[src/rtl/mode_countdown_timer.sv]
// Loads the hh:mm:ss duration of the selected mode on start and counts it down once per TICK_DIV cycles.
// Status is registered; rem_bcd is decoded combinationally from the remaining time.
module mode_countdown_timer #(
  parameter int TICK_DIV = 100_000_000,
  parameter int PS_W     = 27
) (
  input  logic        clk,
  input  logic        rst,
  input  logic [1:0]  mode_sel,
  input  logic        start,
  input  logic        pause_toggle,
  input  logic        abort,
  input  logic [4:0]  cfg1_hour,
  input  logic [5:0]  cfg1_min,
  input  logic [5:0]  cfg1_sec,
  input  logic [4:0]  cfg2_hour,
  input  logic [5:0]  cfg2_min,
  input  logic [5:0]  cfg2_sec,
  input  logic [4:0]  cfg3_hour,
  input  logic [5:0]  cfg3_min,
  input  logic [5:0]  cfg3_sec,
  output logic        busy,
  output logic        paused,
  output logic        done,
  output logic [4:0]  rem_hour,
  output logic [5:0]  rem_min,
  output logic [5:0]  rem_sec,
  output logic [23:0] rem_bcd
);

  // state | meaning
  // IDLE  | waiting for start with a mode selected
  // LOAD  | duration captured, prescaler cleared (1 cycle)
  // RUN   | prescaler running, rem decremented on each wrap
  // PAUSE | prescaler and rem frozen
  // DONE  | natural expiry, done pulse (1 cycle)
  typedef enum logic [2:0] {S_IDLE, S_LOAD, S_RUN, S_PAUSE, S_DONE} state_t;

  state_t          state, state_nx;
  logic [PS_W-1:0] prescaler;
  logic            tick, rem_zero, rem_last, do_load;
  logic [4:0]      sel_h, cap_h, dec_h;
  logic [5:0]      sel_m, sel_s, cap_m, cap_s, dec_m, dec_s;

  assign tick     = (state == S_RUN) && (prescaler == PS_W'(TICK_DIV - 1));
  assign rem_zero = (rem_hour == 5'd0) && (rem_min == 6'd0) && (rem_sec == 6'd0);
  assign rem_last = (rem_hour == 5'd0) && (rem_min == 6'd0) && (rem_sec == 6'd1);
  assign do_load  = (state == S_IDLE) && (state_nx == S_LOAD);

  always_comb begin
    sel_h = 5'd0;
    sel_m = 6'd0;
    sel_s = 6'd0;
    case (mode_sel)
      2'b01:   begin sel_h = cfg1_hour; sel_m = cfg1_min; sel_s = cfg1_sec; end
      2'b10:   begin sel_h = cfg2_hour; sel_m = cfg2_min; sel_s = cfg2_sec; end
      2'b11:   begin sel_h = cfg3_hour; sel_m = cfg3_min; sel_s = cfg3_sec; end
      default: ;
    endcase
    cap_h = (sel_h > 5'd23) ? 5'd23 : sel_h;
    cap_m = (sel_m > 6'd59) ? 6'd59 : sel_m;
    cap_s = (sel_s > 6'd59) ? 6'd59 : sel_s;
  end

  // Borrow chain; RUN is never entered with 0:0:0 so the hour borrow cannot underflow.
  always_comb begin
    dec_h = rem_hour;
    dec_m = rem_min;
    dec_s = rem_sec;
    if (rem_sec != 6'd0) begin
      dec_s = rem_sec - 6'd1;
    end else if (rem_min != 6'd0) begin
      dec_m = rem_min - 6'd1;
      dec_s = 6'd59;
    end else begin
      dec_h = rem_hour - 5'd1;
      dec_m = 6'd59;
      dec_s = 6'd59;
    end
  end

  always_comb begin
    state_nx = state;
    case (state)
      S_IDLE:  if (start && (mode_sel != 2'b00)) state_nx = S_LOAD;
      S_LOAD:  if (abort) state_nx = S_IDLE;
               else if (rem_zero) state_nx = S_DONE;
               else state_nx = S_RUN;
      S_RUN:   if (abort) state_nx = S_IDLE;
               else if (pause_toggle) state_nx = S_PAUSE;
               else if (tick && rem_last) state_nx = S_DONE;
      S_PAUSE: if (abort) state_nx = S_IDLE;
               else if (pause_toggle) state_nx = S_RUN;
      S_DONE:  state_nx = S_IDLE;
      default: state_nx = S_IDLE;
    endcase
  end

  always_ff @(posedge clk) begin
    if (rst) begin
      state     <= S_IDLE;
      prescaler <= '0;
      rem_hour  <= 5'd0;
      rem_min   <= 6'd0;
      rem_sec   <= 6'd0;
      busy      <= 1'b0;
      paused    <= 1'b0;
      done      <= 1'b0;
    end else begin
      state  <= state_nx;
      busy   <= (state_nx == S_LOAD) || (state_nx == S_RUN) || (state_nx == S_PAUSE);
      paused <= (state_nx == S_PAUSE);
      done   <= (state_nx == S_DONE);
      if (do_load) begin
        rem_hour <= cap_h;
        rem_min  <= cap_m;
        rem_sec  <= cap_s;
      end else if (abort && ((state == S_LOAD) || (state == S_RUN) || (state == S_PAUSE))) begin
        prescaler <= '0;
        rem_hour  <= 5'd0;
        rem_min   <= 6'd0;
        rem_sec   <= 6'd0;
      end else if (state == S_LOAD) begin
        prescaler <= '0;
      end else if ((state == S_RUN) && !pause_toggle) begin
        if (tick) begin
          prescaler <= '0;
          rem_hour  <= dec_h;
          rem_min   <= dec_m;
          rem_sec   <= dec_s;
        end else begin
          prescaler <= prescaler + 1'b1;
        end
      end
    end
  end

  assign rem_bcd = {4'(rem_hour / 5'd10), 4'(rem_hour % 5'd10),
                    4'(rem_min / 6'd10),  4'(rem_min % 6'd10),
                    4'(rem_sec / 6'd10),  4'(rem_sec % 6'd10)};

endmodule

[config.mk]
export PLATFORM = sky130hd
export DESIGN_NAME = mode_countdown_timer
export DESIGN_NICKNAME = d
export VERILOG_FILES = /design/src/rtl/mode_countdown_timer.sv
export SDC_FILE = /design/constraint.sdc
export NUM_CORES = 1
export LEC_CHECK = 0
export CAP_MARGIN = 10
export CORE_MARGIN = 10
export CORE_UTILIZATION = 54
export CTS_CLUSTER_DIAMETER = 40
export DETAILED_ROUTE_END_ITERATION = 10
export PLACE_DENSITY = 0.91
export SETUP_SLACK_MARGIN = 0.5
export SLEW_MARGIN = 20
export SYNTH_ARGS = -nofsm -noshare
export SYNTH_HDL_FRONTEND = slang
export SYNTH_SLANG_ARGS = --single-unit
[constraint.sdc]
create_clock -name clk -period 4.35 [get_ports clk]
set_input_delay 0.87 -clock clk [delete_from_list [all_inputs] [get_ports clk]]
set_output_delay 0.87 -clock clk [all_outputs]
set_load 0.02 [all_outputs]
Word level (Yosys, flattened, before mapping):

Index checks and enable logic that the tools add are counted.

* logic and storage cells: 104
* bits in registers: 50
* output and inout port bits: 44

* reduce and logical (&&, ||, !) cells: 28
* add/sub/neg operators: 4
* mux-type cells: 39
* divide/modulo/power cells: 6
* bitwise gates (word level): 1
* equal/unequal tests: 15
* order comparisons: 3

Operators with widths (count)
* 2-to-1 mux 27 bit: 4
* 2-to-1 mux 6 bit: 15
* 2-to-1 mux 5 bit: 8
* case mux 6 bit (3 select lines): 2
* adder 27 x 1 -> 27 bit, second input constant: 1
* == test 27 bit, second input constant: 1
* 2-to-1 mux 3 bit: 8
* case mux 5 bit (3 select lines): 1
* divider 6 x 4 -> 6 bit, second input constant: 2
* == test 3 x 2 -> 1 bit, second input constant: 4
* > comparator 6 bit, second input constant: 2
* logical NOT 6 bit: 2
* remainder unit 6 x 4 -> 6 bit, second input constant: 2
* case mux 3 bit (4 select lines): 1
* nonzero test 6 bit: 2
* subtractor 6 x 1 -> 6 bit, second input constant: 2
* logical AND 1 bit: 9
* inequality test 3 x 2 -> 1 bit, second input constant: 3
* nonzero test 3 bit: 3
* == test 3 x 1 -> 1 bit, second input constant: 2
* == test 6 x 1 -> 1 bit, second input constant: 1
* divider 5 x 4 -> 5 bit, second input constant: 1
* > comparator 5 bit, second input constant: 1
* logical NOT 5 bit: 1
* 14 further kinds: 18

Depth between registers and ports, before layout:

* depth after elaboration: 12
* mapped depth: 11
* mapped depth without buffers: 10

Worst setup path before layout:

Ideal clock, no wire load.

* path kind: register to output
* start point: register rem_min[5]
* end point: output rem_bcd[11]
* cell stages (with the launch flop): 12
* path slack: 0.986 ns
* required time: 3.480 ns
* arrival time: 2.494 ns
* buffers on the path: 1
* path through: dfxtp_1 clkbuf_1 inv_1 maj3_1 a22o_1 xnor2_1 ha_1 nor3b_1 o21ai_0 o41ai_1 nand2_1 o2111ai_1

* cells in the longest elaborated chain, start to end: 1

Ends and longest elaborated chain
* from (decl): line 26 `output logic [5:0] rem_min,`
* from (signal assigned): line 116 `rem_min <= cap_m;`
* from (signal assigned): line 129 `rem_min <= dec_m;`
* remainder unit 6 x 4 -> 6 bit: line 139 `4'(rem_min / 6'd10), 4'(rem_min % 6'd10),`
* to (decl): line 28 `output logic [23:0] rem_bcd`

No other way between the ends.

Worst setup path in the final report:

Ends and elaborated chain as after synthesis.

==> metrics.md <==
| Metric | Value |
|---|---|
| Run status | completed |
| EDFF count, synth | 0 |
| Die W | 107.2 um |
| Final setup vio count | 0 |
| Vias in the first global route | 4067 |
| Most frequent cells in the layout | 96 x clkdlybuf4s50_1, 54 x nor2_1, 43 x dfxtp_1 |
| Top cells by area, synth | dfxtp_1 24%, nor2_1 4.9%, mux2_2 4.4% |
| CP Class | reg2out |
| Utilization after layout | 0.7090 |
| Clock Sink Count | 50 |
| Non-Filler Instances | 699 |
| Num CTS Buffers | 5 |
| Vias | 4370 |
| Die Span Y | 107.2 um |
| DRC | 0 |
| First-pass GRT wire length | 19.84 mm |
| Mean Syn Cell Area | 7.753 um2 |
| Clock Path Buffers | 2 |
| Largest net degree at the start of global routing | 28 |
| Netlist area before placement | 4109 um2 |
| Via density | 6.252 |
| Main synth FF type | dfxtp_1 |
| CTS H-tree lvls | 2 |
| Worst EP required | around 3.5 ns |
| TritonRoute pass-1 iters | 5 |
| Unrepaired setup endpoints after global routing | no |
| Final slew viol count | 0 |
| P&R area growth vs syn | 26.49% |
| Cells after DPL | 691 |
| Synthesis warning total | 0 |
| Clock skew | 0.01056 ns |
| Power Density | 304.4 nW/um2 |
| Worst Tran Pin Value | around 0.9 ns |
| Setup total negative slack | 0 ns |
| N_diodes | 0 |
| Setup WS post-layout | 0.6725 ns |
| Yosys top cell area share | 0.2436 |
| Most common cell after layout, fill and taps aside | clkdlybuf4s50_1 |
| Effective utilization at floorplan | 0.5605 |
| #FFs+latches synth | 50 |
| Post-route clock period utilization | 0.8454 |
| DR iter-0 viols | between 300 and 400 |
| Max-cap violations | 0 |
| Overflow after GRT | 0 |
| Period minus WS final | 3.677 ns |
| Final Hold Slack | ~0.5 ns |
| CTS Hold Bufs | 0 |
| Max-slew headroom | 0.3979 |
| Placed wire-length estimate | about 9.4 mm |
| Critical path launch point type | register |
| Share of cells above drive strength 1 | 0.09167 |
| Critical Path AT | roughly 2.8 ns |
| IO Port Bufs | 97 |
| DR WL/cell | 17.62 um |
| Crit-path max FO | 14 |
| Nets | 671 |
| Final hold vios | 0 |
| FF+latch area | a little over 1000 um2 |
| CTS tree | done |
| Postcts setup bufs | 0 |
| Antenna violations before repair | 0 |
| Multi-input gate area in the final layout | 2870 um2 |
| Clock slew at reported path FFs | about 0.090 ns |
| Clock root buffer | clkbuf_8 |
| DP Worst Slack | roughly 0.52 ns |
| Critical Path End Type | output port |
| Cells after synthesis | 530 |
| Row count | 31 |
| Core area | ~7300 um2 |
| # fillers | 536 |
| Clk Latency, worst-skew pair | ~0.31 ns |
| Unique masters post-synth | 72 |
| Antenna Violating Nets Remaining | 0 |
| GPL Wtd Cong | a little over 0.9 |
| Post-synthesis async set-or-reset flop share | 0 |
| Max VDD drop | 0.0002055 V |
| Hold crit path type | reg2reg |
| Final WL | 12.32 mm |
| Io pins | 102 |
| Fmax | 0.2719 GHz |
| Die Area | ~11000 um2 |
| Leakage power | 1.841 nW |
| Cell taking the most area after synthesis | dfxtp_1 |
| GR Util All Layers | 0.2032 |
| Register area share after synthesis | 0.2436 |
[synth_stat cells (9+ instances only)]
cell type	count
nor2_1	54
dfxtp_1	50
a21oi_1	31
clkbuf_1	27
nand2_1	26
o21ai_0	24
nand3_1	20
nor3_1	19
xnor2_1	18
inv_1	17
mux2_2	16
ha_1	14
nor2b_1	14
xor2_1	14
nand4_1	13
a22oi_1	12
mux2i_1	9
[layer usage]
layer,part of all wire,global-route usage,vias to the layer above,routed length [um]
met4,0.015,0.04449,0,187
met2,0.48,0.3565,230,5955
li1,-,-,2087,-
met5,0,0,-,0
met3,0.084,0.03353,22,1036
met1,0.42,0.2532,2031,5139
[critical path, cell delays in order, from the launching register on]
cell	delay, ns
dfxtp_4	0.43
inv_1	0.10
maj3_1	0.33
a22o_1	0.22
xnor2_1	0.15
ha_1	0.25
nor3b_1	0.25
o21ai_0	0.12
o41ai_1	0.10
nand2_1	0.09
o2111ai_1	0.10
dlygate4sd2_1	0.36
[stage by stage]
stage	area [um2]	power, mW
floorplan	4120	0.9843
global placement	5057	1.216
detailed placement	5057	1.239
CTS	5174	1.576
global route	5197	1.662
finish	5197	1.582
[cell families (layout without fill, tap and decap cells)]
| logic type | after synthesis | count (layout) | share of synthesized area |
|---|---|---|---|
| and+or+nand+nor | 205 | 205 | 0.2792 |
| DFF | 50 | 50 | 0.2436 |
| muxes | 25 | 25 | 0.06577 |
| xor gates and xnor gates | 32 | 32 | 0.06821 |
| other | 1 | 4 | 0.0009126 |
| adders and majority gates | 15 | 15 | 0.04507 |
| AOI/OAI and AO/OA | 141 | 141 | 0.2333 |
| buffers and inverters | 61 | 128 | 0.06395 |
[worst paths after layout]
kind,endpoint,slack (ns),start,depth (start not counted)
setup / recovery,rem_bcd[11],0.67,rem_min[5],11
hold / removal,prescaler[26],0.50,prescaler[26],2
setup reg to reg,prescaler[26],1.93,state[1],5
hold reg to reg,prescaler[26],0.50,prescaler[26],2
[report_power, final]
part | total, mW | switching [mW] | internal, mW
Combinational | 0.689 | 0.359 | 0.330
Sequential | 0.550 | 0.0675 | 0.482
Clock | 0.344 | 0.169 | 0.175
Total | 1.58 | 0.595 | 0.987
[flip-flops by register name, summed over array words and instances (netlist names)]
signal,flops
rem_min,6
busy,1
done,1
paused,1
rem_sec,6
state,3
prescaler,27
rem_hour,5
[what timing repair did]
item                                    in CTS  in global routing
gates cloned                                 0                  0
endpoints found under the setup margin       1                  4
resized for setup                            2                  8
[cell type report]
class / instances / area share
Clock buffer: 5 / 0.01324
Clock inverter: 3 / 0.009148
Inverter: 18 / 0.01300
Multi-Input combinational cell: 422 / 0.5522
Sequential cell: 50 / 0.1948
Tap cell: 99 / 0.02383
Timing Repair Buffer: 102 / 0.1938
Power figures use the tool's default switching activity.
